File: config.mk
export PLATFORM = sky130hd
export DESIGN_NAME = dp_rrsel4
export DESIGN_NICKNAME = d
export VERILOG_FILES = /design/src/rtl/dp_rrsel4_pkg.sv /design/src/rtl/dp_mux4ds.sv /design/src/rtl/dp_rrsel4.sv
export SDC_FILE = /design/constraint.sdc
export NUM_CORES = 1
export LEC_CHECK = 0
export CORE_MARGIN = 3
export CORE_UTILIZATION = 42
export CTS_CLUSTER_DIAMETER = 50
export DETAILED_ROUTE_END_ITERATION = 12
export HOLD_SLACK_MARGIN = 0.12
export PLACE_DENSITY_LB_ADDON = 0.25
export SLEW_MARGIN = 20
export SYNTH_ARGS = -nofsm -noshare
export SYNTH_HDL_FRONTEND = slang
export SYNTH_SLANG_ARGS = --single-unit
File: constraint.sdc
create_clock -name clk -period 2.25 [get_ports clk]
set_input_delay 0.225 -clock clk [delete_from_list [all_inputs] [get_ports clk]]
set_output_delay 0.225 -clock clk [all_outputs]
set_load 0.01 [all_outputs]
File: src/rtl/dp_rrsel4_pkg.sv
// Shared constants and types for the dp_rrsel4 round-robin selector.
// This file is imported by the top-level block.
package dp_rrsel4_pkg;

  localparam int         NUM_SRC = 4;
  localparam logic [1:0] PTR_RST = 2'd3;  // last winner = 3, so source 0 is searched first

  typedef logic [NUM_SRC-1:0] src_vec_t;

endpackage : dp_rrsel4_pkg

File: src/rtl/dp_mux4ds.sv
// Four-way AND-OR data mux driven by one-cold, active-low selects.
// When all selects are high, the output is zero.
module dp_mux4ds #(
  parameter int SIZE = 1
) (
  input  logic [SIZE-1:0] in0,
  input  logic [SIZE-1:0] in1,
  input  logic [SIZE-1:0] in2,
  input  logic [SIZE-1:0] in3,
  input  logic            sel0_l,
  input  logic            sel1_l,
  input  logic            sel2_l,
  input  logic            sel3_l,
  output logic [SIZE-1:0] dout
);

  always_comb begin
    dout = ({SIZE{~sel0_l}} & in0)
         | ({SIZE{~sel1_l}} & in1)
         | ({SIZE{~sel2_l}} & in2)
         | ({SIZE{~sel3_l}} & in3);
  end

endmodule : dp_mux4ds

File: src/rtl/dp_rrsel4.sv
// Four-source round-robin selector with a single registered output slot.
// The grant is combinational; dout and out_vld are registered one cycle after the grant.
module dp_rrsel4
  import dp_rrsel4_pkg::*;
#(
  parameter int SIZE = 1
) (
  input  logic            clk,
  input  logic            rst_n,
  input  logic [3:0]      req,
  input  logic [SIZE-1:0] in0,
  input  logic [SIZE-1:0] in1,
  input  logic [SIZE-1:0] in2,
  input  logic [SIZE-1:0] in3,
  output logic [3:0]      gnt,
  output logic            sel0_l,
  output logic            sel1_l,
  output logic            sel2_l,
  output logic            sel3_l,
  output logic            out_vld,
  input  logic            out_rdy,
  output logic [SIZE-1:0] dout
);

  logic [1:0]      ptr;
  logic            load_slot;
  logic [SIZE-1:0] mux_dout;
  logic [3:0]      sel_l;

  // Rotate req so the search starts at last+1, isolate the lowest set bit,
  // then rotate the result back to source positions.
  function automatic src_vec_t rr_pick(input src_vec_t r, input logic [1:0] last);
    logic [2:0] sh;
    logic [7:0] dbl;
    src_vec_t   rot;
    src_vec_t   hit;
    logic [7:0] back;
    sh   = {1'b0, last} + 3'd1;
    dbl  = {r, r} >> sh;
    rot  = dbl[3:0];
    hit  = rot & (~rot + 4'd1);
    back = {hit, hit} << sh;
    return back[7:4];
  endfunction

  function automatic logic [1:0] onehot_idx(input src_vec_t v);
    logic [1:0] idx;
    idx = 2'd0;
    for (int i = 0; i < NUM_SRC; i++) begin
      if (v[i]) idx = 2'(i);
    end
    return idx;
  endfunction

  assign load_slot = ~out_vld | out_rdy;

  // NOTE: every signal assigned in always_comb gets a default first, so no path can infer a latch.
  always_comb begin
    gnt = 4'b0000;
    if (rst_n && load_slot) begin
      gnt = rr_pick(req, ptr);
    end
  end

  assign sel_l  = ~gnt;
  assign sel0_l = sel_l[0];
  assign sel1_l = sel_l[1];
  assign sel2_l = sel_l[2];
  assign sel3_l = sel_l[3];

  dp_mux4ds #(
    .SIZE (SIZE)
  ) u_mux (
    .in0    (in0),
    .in1    (in1),
    .in2    (in2),
    .in3    (in3),
    .sel0_l (sel0_l),
    .sel1_l (sel1_l),
    .sel2_l (sel2_l),
    .sel3_l (sel3_l),
    .dout   (mux_dout)
  );

  // NOTE: sequential state uses non-blocking assignments so all registers update together at the edge.
  always_ff @(posedge clk or negedge rst_n) begin
    if (!rst_n) begin
      ptr     <= PTR_RST;
      out_vld <= 1'b0;
      dout    <= '0;
    end else if (|gnt) begin
      ptr     <= onehot_idx(gnt);
      out_vld <= 1'b1;
      dout    <= mux_dout;
    end else if (out_vld && out_rdy) begin
      out_vld <= 1'b0;
    end
  end

  sel_one_cold_a : assert property (@(posedge clk) disable iff (!rst_n)
    ($onehot(~sel_l) || (sel_l == 4'b1111)));

endmodule : dp_rrsel4
==> impl_results.md, run 1 <==
* Vias at 875
* Synth Cell Area at between 500 and 600 um^2
* Nets at 124
* Failing checks: negative setup slack
* Finished Cell Area at around 1100 um^2
* Syn Area/Cell at roughly 9 um^2
* ANT nets after route at 0
* GR Util met1 at about a third
* M3 GR Usage at about 5.6%
* Syn_nets at 73
* Initial DRC Count at 79
* Finish-stage setup viols at 8
* Final setup skew at 0.00337 ns
* Pre-Repair DR Iteration Count at 4
* H-tree depth at 1
* Filler cells at 44
* Worst skew pair latency at 0.25 ns
* Max Cap Viol at 0
* CP max FO at 5
* Post-DP HPWL at around 1300 um
* Worst setup EP type: output port
* CTS Root Cell: clkbuf_4
* Top-level port count at 21
* Top FF cell, synth: dfstp_2
* Worst vdd ir at between 0.001 and 0.0015 V
* Synth top area cells: dfstp_2, dfrtp_1, inv_1
* Register clock-pin slew on the reported worst setup and hold paths at roughly 0.040 ns
* Row count at 12
* Min cycle time layout at approximately 2.4 ns
* CP max stage delay at between 0.5 and 0.6 ns
* Register area share after synthesis at between 10% and 20%
* Relative slew slack at just over 70%
* First-pass GRT wire length at 3720 um
* Pin count of the biggest net entering global routing at 12
* Yosys top cell by area: dfstp_2
* DRT Wirelength at about 2900 um
* Gate Count Post-Synth at 61
* Placer Congestion at between 0.7 and 0.8
* Max frequency at a little over 400 MHz
* Clock tree sinks at 4
* Vias per cell at between 7 and 8
* Leak Pwr at about 0.50 nW
* Crit Path Category: flop to output port
* Die X at between 40 and 50 um
* GRT Residual Overflow at 0
* Die Y at roughly 42 um
* DRC violations left at 0
* Per-cell routed wire length at roughly 24 um
* Crit path DAT at about 2.2 ns
* Least-Margin Pin Slew at 0.435 ns
* Vias in the first global route at between 700 and 800
* Share of cells above drive strength 1 at about three fifths
* Syn-to-layout area delta at 95.0%
* Crit start category: flop
* CTS Hold Bufs at 0
* Grt met2 use at 44.7%
* Post-synth EDFFs at 0
* RSZ-0062 raised after global routing: true
* All-Layer GR Usage at between 20% and 30%
* Hold Fails Final Rpt at 0
* Die area at 1790 um^2
* Post-synth top area share at under 10%
* TritonCTS buffer count at 3
* Total Neg Setup Slack at -0.670 ns
* Pre-CTS setup slack at -0.434 ns
* Starting Density at roughly 47%
* Number of diodes at 0
* Seq cells post-synth at 4
* Pwr Density at about 1500 nW/um^2
* Post-DP Area at 871 um^2
* Critical-path cell list: buf_6 > nor4bb_4 > a31oi_1 > a21o_1 > o32a_1 > buf_4 > inv_2 > buf_6
* Library cells used by synthesis at 40
* Core area at between 1000 and 1500 um^2
* Ys Warns at 0
* Hold Path Class: primary input to asynchronous set/reset pin
* Initial antenna violation count at 0
* CTS max path bufs at 2
* R2R setup slack at -0.10 ns
* Async S/R FF share, synth at 100%
* Setup ws final at -0.158 ns
* GRT busiest layer: met2
* Worst EP required at around 2 ns
* Fin. max-slew vios at 0
* CTS tree: yes
* Worst hold slack at 0.275 ns
* Post-route clock period utilization at 107%
* Core Util, Final at between 90% and 100%
* Outcome: finished, violations left
* Port bufs at 20
* Critical path's slowest cell: dfstp_2
* Most used cell, CP: buf_6
[logic make-up after synthesis]
kind of cell,Yosys count,synth area share [%]
mux,2,6.56
buf+inv,13,12.7
fa+ha+maj,1,2.26
simple gates,23,31.9
flops,4,18.6
compound gates,18,28.1
[stage by stage]
step                power [mW]  instances
floorplan                0.682         61
global placement          1.04        109
detailed placement        1.06        109
CTS                       1.30        118
global route              1.66        124
finish                    1.60        124
[registers in the layout (all words and copies together), names as in the netlist]
name / count
dout: 1
out_vld: 1
ptr: 2
[where the power goes]
group	switching (mW)	leakage, nW	internal [mW]
Combinational	0.603	0.443	0.693
Clock	0.0357	0.0138	0.0601
Sequential	0.0727	0.0441	0.132
[per-layer routing]
layer | vias up | wire length, um
met5 | - | 0
met4 | 0 | 149
met3 | 27 | 322
met2 | 106 | 1430
met1 | 402 | 1030
li1 | 340 | -
[timing repair]
| action | in CTS | in global routing |
|---|---|---|
| setup endpoints to repair | 10 | 10 |
| gates resized for setup | 43 | 20 |
| setup buffers | 6 | 6 |
| pin swaps | 6 | 12 |
[synth_stat cells (2+ instances only)]
cell type and instances:
buf_6 2, clkinv_1 2, dfrtp_1 2, dfstp_2 2, inv_1 7, nand2_1 2
nand2b_1 3, nand3_1 3, nor4bb_1 2, o211ai_1 2, o21ai_1 2, o22a_1 2
o22ai_1 2, or4b_1 2
[critical path: cells and delay by family (launching register included)]
kind                   cells  cell delay (ns)
buffers and inverters      4             0.44
AND/OR/NAND/NOR            1             0.22
AO/OA/AOI/OAI              3             0.70
flip-flops                 1             0.59
[worst paths after layout]
check	startpoint	end	depth (start not counted)
max in group asynchronous	rst_n	ptr[0]	2
setup reg to reg	ptr[0]	dout	10
hold / removal	rst_n	out_vld	2
setup / recovery	ptr[0]	gnt[0]	8
hold reg to reg	dout	dout	2
min in group clk	dout	dout	2
[area by class of cell]
class	instances	area (um^2)	share of cell area, %
multi-input cells	44	473	43.9
repair buffers	49	417	38.6
flip-flops and latches	4	103	9.51
inverters	10	46.3	4.29
clock buffers	3	22.5	2.09
well taps	14	17.5	1.62
[placed cells by master (no fill, tap or decap), types with 2 or more instances in the layout]
cell type        instances
dfrtp_1                  2
dlygate4sd2_1            3
buf_4                   25
inv_2                    2
o22a_1                   2
nand2_1                  2
clkdlybuf4s50_1          8
clkbuf_4                 3
nand3_1                  3
nand2b_4                 2
or4b_4                   2
nor4bb_4                 2
buf_6                    7
o21ai_2                  2
dfstp_2                  2
o22ai_1                  2
inv_1                    6
o211ai_1                 2
clkbuf_2                 3
nand2b_1                 2
Power figures use the tool's default switching activity.
==> inputs of run 2 (changes only) <==
- CAP_MARGIN: unset -> 40
- REMOVE_ABC_BUFFERS: unset -> 1
==> run 2 against run 1 <==
Compared with the run above: the run still ends with negative setup slack left; cell area shrank 2.2%; register-to-register slack gained 0.08 ns; clock skew increased by 0.015 ns; via count fell by 17%.
==> impl_results.md, run 2 (synthesis gave the netlist of run 1 again) <==
* Starting Density at between 40% and 50%
* Crit path capture: gnt[2]
* TritonCTS buffer count at 3
* Fin. max-slew vios at 0
* Placer Congestion at ~0.80
* CP startpoint: ptr[0]
* R2R cell count at 9
* Reg2reg end: out_vld
* R2R setup slack at -0.02 ns
* Max reg flops at 2
* Placed insts at roughly 110
* CTS Root Cell: clkbuf_4
* Relative slew slack at about three quarters
* Number of diodes at 0
* Leading cell type in the layout, fill and taps excluded: buf_4
* Worst EP required at approximately 2.0 ns
* RSZ-0062 raised after global routing: true
* CTS max path bufs at 2
* Setup ws final at -0.0281 ns
* Worst skew pair latency at ~0.26 ns
* Post-route clock period utilization at 101%
* Post-DP HPWL at roughly 1400 um
* ANT nets after route at 0
* Vias at approximately 730
* Core area at 1170 um^2
* Clock tree sinks at 4
* CP max FO at 5
* Share of cells above drive strength 1 at between 50% and 60%
* GRT Residual Overflow at 0
* Commonest cells after routing, fill and taps aside: buf_4, clkdlybuf4s50_1, buf_6
* Die Y at ~42 um
* Hold Fails Final Rpt at 0
* Vias in the first global route at around 710
* Per-cell routed wire length at 19.0 um
* First-pass GRT wire length at between 3000 and 4000 um
* Die X at roughly 42 um
* Failing checks: negative setup slack
* FF-to-FF Start: ptr[0]
* H-tree depth at 1
* Top reg by flops: ptr
* Port bufs at 20
* Pre-CTS setup slack at -0.437 ns
* Die area at between 1500 and 2000 um^2
* CTS Hold Bufs at 0
* Worst setup EP type: output port
* Max frequency at 439 MHz
* Finish-stage setup viols at 5
* Total Neg Setup Slack at -0.0687 ns
* Crit path DAT at between 2 and 2.5 ns
* DRC violations left at 0
* Crit start category: flop
* Pin count of the biggest net entering global routing at 10
* Nets at 124
* Hold Path Class: primary input to asynchronous set/reset pin
* Outcome: finished, violations left
* Min cycle time layout at around 2.3 ns
* Top-level port count at 21
* DRT Wirelength at ~2400 um
* Initial antenna violation count at 0
* Pre-Repair DR Iteration Count at 4
* Max Cap Viol at 0
* Worst vdd ir at slightly above 0.0009 V
* CTS tree: yes
* Final setup skew at approximately 0.018 ns
* Syn-to-layout area delta at 90.7%
* Least-Margin Pin Slew at 0.369 ns
* Register clock-pin slew on the reported worst setup and hold paths at 0.05 ns
* Crit Path Category: flop to output port
* Largest regs: ptr: 2 flops, dout: 1 flops, out_vld: 1 flops
* Row count at 12
* Non-filler instance count after layout at between 100 and 150
* Vias per cell at about 5.9
* Pwr Density at between 1000 and 1500 nW/um^2
* Leak Pwr at 0.483 nW
* All-Layer GR Usage at around a quarter
* Initial DRC Count at 36
## run 2: changes by cell type in the layout (fill, tap and decap cells not counted), sizes merged
cell / before / now
buf: 33 / 37
clkbuf: 6 / 3
clkinv: 1 / 3
clkdlybuf4s15: 1 / 0
clkinvlp: 1 / 0
dlygate4sd2: 3 / 4
dlymetal6s2s: 1 / 0
inv: 8 / 7
## run 2: timing repair
item,CTS,global route
resized for setup,45,19
pin swaps,6,11
setup buffers,5,2
cloned,0,0
endpoints found under the setup margin,10,11
## run 2: worst min-delay path by stage
stage | start | end | slack (ns) | cells after the start
2_1_floorplan | rst_n | dout | -0.07 | 0
3_5_place_dp | rst_n | dout | 0.52 | 2
6_report | rst_n | dout | 0.28 | 2
5_1_grt | rst_n | dout | 0.28 | 2
4_1_cts | rst_n | dout | 0.25 | 2
3_3_place_gp | out_vld | out_vld | 0.51 | 2
## run 2: stage by stage
stage / total power [mW] / hold WS (ns) / utilization [%] / area (um^2)
after floorplan: 0.652 / -0.0706 / - / 526
after global placement: 1.14 / 0.515 / 77.6 / 908
after detailed placement: 1.16 / 0.516 / 77.6 / 908
after CTS: 1.35 / 0.251 / 82.4 / 965
after global routing: 1.62 / 0.281 / 90.1 / 1050
final: 1.53 / 0.283 / 90.1 / 1050
## run 2: critical path, stage by stage, from the launching register on
cell and delay, ns:
dfstp_2 0.39, buf_6 0.13, or4b_1 0.54, nor3_2 0.18, o21ai_2 0.11, o22a_1 0.25, clkinv_2 0.09, buf_6 0.10
## run 2: report_power, final
part	switching [mW]	internal [mW]
logic	0.562	0.679
registers	0.0498	0.131
clock network	0.0443	0.0607
## run 2: layout make-up
cell class,count,area (um^2)
well taps,14,17.5
repair buffers,49,410
multi-input cells,44,458
fillers,53,116
flip-flops and latches,4,103
clock buffers,3,22.5
inverters,10,43.8
## run 2: layer usage
metal / global-route usage [%] / up-vias / routed length (um)
met3: 6.87 / 9 / 190
li1: - / 338 / -
met4: 14.3 / 0 / 93
met2: 41.0 / 47 / 1120
met5: 0 / - / 0
met1: 27.6 / 334 / 957
==> inputs of run 3 (changes only) <==
- ABC_CLOCK_PERIOD_IN_PS: unset -> 2250
- PLACE_DENSITY: unset -> 0.75
- PLACE_DENSITY_LB_ADDON: 0.25 -> unset
==> run 3 against run 2 <==
Compared with the run above: the run still ends with negative setup slack left; critical path type unchanged; sequential power decreased by 11%; sequential share of layout area is essentially flat; critical endpoint is now sel1_l; clock skew down 0.016 ns; first-iteration DRC count rose by 28%.
==> impl_results.md, run 3 (synthesis gave the netlist of run 1 again) <==
* Hold Path Class: primary input to asynchronous set/reset pin
* Fin. max-slew vios at 0
* DRT Wirelength at 2310 um
* Worst EP required at 2.03 ns
* TritonCTS buffer count at 3
* Share of cells above drive strength 1 at 54.6%
* First-pass GRT wire length at approximately 3000 um
* Pre-Repair DR Iteration Count at 4
* Pin count of the biggest net entering global routing at 10
* CTS Root Cell: clkbuf_4
* Core area at between 1000 and 1500 um^2
* Register clock-pin slew on the reported worst setup and hold paths at 0.04 ns
* Placed insts at 110
* Max Cap Viol at 0
* Leading cell type in the layout, fill and taps excluded: buf_4
* Nets at roughly 120
* Initial antenna violation count at 0
* Die Y at 42.3 um
* CTS Hold Bufs at 0
* Initial DRC Count at 46
* Largest regs: ptr: 2 flops, dout: 1 flops, out_vld: 1 flops
* Pwr Density at approximately 1400 nW/um^2
* Relative slew slack at between 70% and 80%
* GRT Residual Overflow at 0
* Max reg flops at 2
* Post-DP HPWL at about 1300 um
* R2R cell count at 7
* Finish-stage setup viols at 3
* Placer Congestion at between 0.8 and 0.9
* Crit start category: flop
* Worst skew pair latency at 0.24 ns
* Least-Margin Pin Slew at 0.374 ns
* Clock tree sinks at 4
* H-tree depth at 1
* Top-level port count at 21
* Core Util, Final at about nine tenths
* Hold Fails Final Rpt at 0
* Multi-input combinational cell area at between 400 and 500 um^2
* Worst vdd ir at 0.000868 V
* Leak Pwr at 0.485 nW
* Commonest cells after routing, fill and taps aside: buf_4, clkdlybuf4s50_1, inv_1
* Post-DP Area at around 880 um^2
* Vias in the first global route at about 650
* Non-filler instance count after layout at 122
* Final setup skew at roughly 0.0020 ns
* Die area at approximately 1800 um^2
* Crit Path Category: flop to output port
* Crit path DAT at between 2 and 2.5 ns
* Total Neg Setup Slack at -0.0215 ns
* All-Layer GR Usage at between 20% and 30%
* Max frequency at approximately 440 MHz
* Worst setup EP type: output port
* Die X at around 42 um
* Min cycle time layout at roughly 2.3 ns
* Failing checks: negative setup slack
* Vias per cell at 6.23
* CP max FO at 4
* Setup ws final at -0.0128 ns
* Row count at 12
* Filler cells at 54
* FF/Latch Area at around 100 um^2
* Per-cell routed wire length at between 15 and 20 um
* DRC violations left at 0
* Overall power at 1.52 mW
* CTS max path bufs at 2
* Worst hold slack at around 0.27 ns
* CTS tree: yes
* Number of diodes at 0
* Port bufs at 20
* Pre-CTS setup slack at -0.431 ns
* Vias at 760
* Starting Density at 47.2%
* Finished Cell Area at approximately 1000 um^2
* Syn-to-layout area delta at 89.8%
* Post-route clock period utilization at 101%
* Top reg by flops: ptr
* Outcome: finished, violations left
* ANT nets after route at 0
## run 3: cell count changes in the layout (fill, tap and decap cells not counted), sizes merged
cell / change
buf: -5
clkbuf: +3
clkinv: -2
inv: +2
## run 3: final cells by class
class | instances | share of cell area, %
multi-input cells | 44 | 44.9
repair buffers | 47 | 37.4
flip-flops and latches | 4 | 9.77
inverters | 10 | 4.05
clock buffers | 3 | 2.15
well taps | 14 | 1.67
## run 3: report_power, final
part	internal [mW]	leakage (nW)	switching, mW	total, mW
clock network	0.0597	0.0138	0.0313	0.0910
registers	0.130	0.0441	0.0305	0.161
logic	0.698	0.428	0.567	1.27
total	0.888	0.485	0.629	1.52
## run 3: per-layer routing
metal	wire length, um	up-vias	GRT usage [%]	part of all wire [%]
li1	-	333	-	-
met1	913	356	29.2	40
met2	1090	50	33.7	47
met3	192	21	4.29	8.3
met4	111	0	12.4	4.8
met5	0	-	0	0
## run 3: path summary, 6_finish.rpt
check | slack, ns | startpoint | end
max in group asynchronous | 1.79 | rst_n | ptr[1]
hold / removal | 0.27 | rst_n | out_vld
setup reg to reg | 0 | ptr[0] | dout
hold reg to reg | 0.54 | dout | dout
setup / recovery | -0.01 | ptr[1] | sel1_l
min in group clk | 0.54 | dout | dout
## run 3: critical path: stages (launching register included)
cell and delay [ns]:
dfstp_2 0.37, buf_4 0.15, buf_4 0.14, nor4b_4 0.28, nand3_1 0.13, and3_4 0.19, o32a_4 0.39, buf_2 0.15
## run 3: timing repair
| action | 4_1_cts | 5_1_grt |
|---|---|---|
| pin swaps | 6 | 14 |
| buffers inserted | 4 | 5 |
| setup endpoints to repair | 10 | 11 |
| cloned | 0 | 0 |
| resized for setup | 36 | 24 |
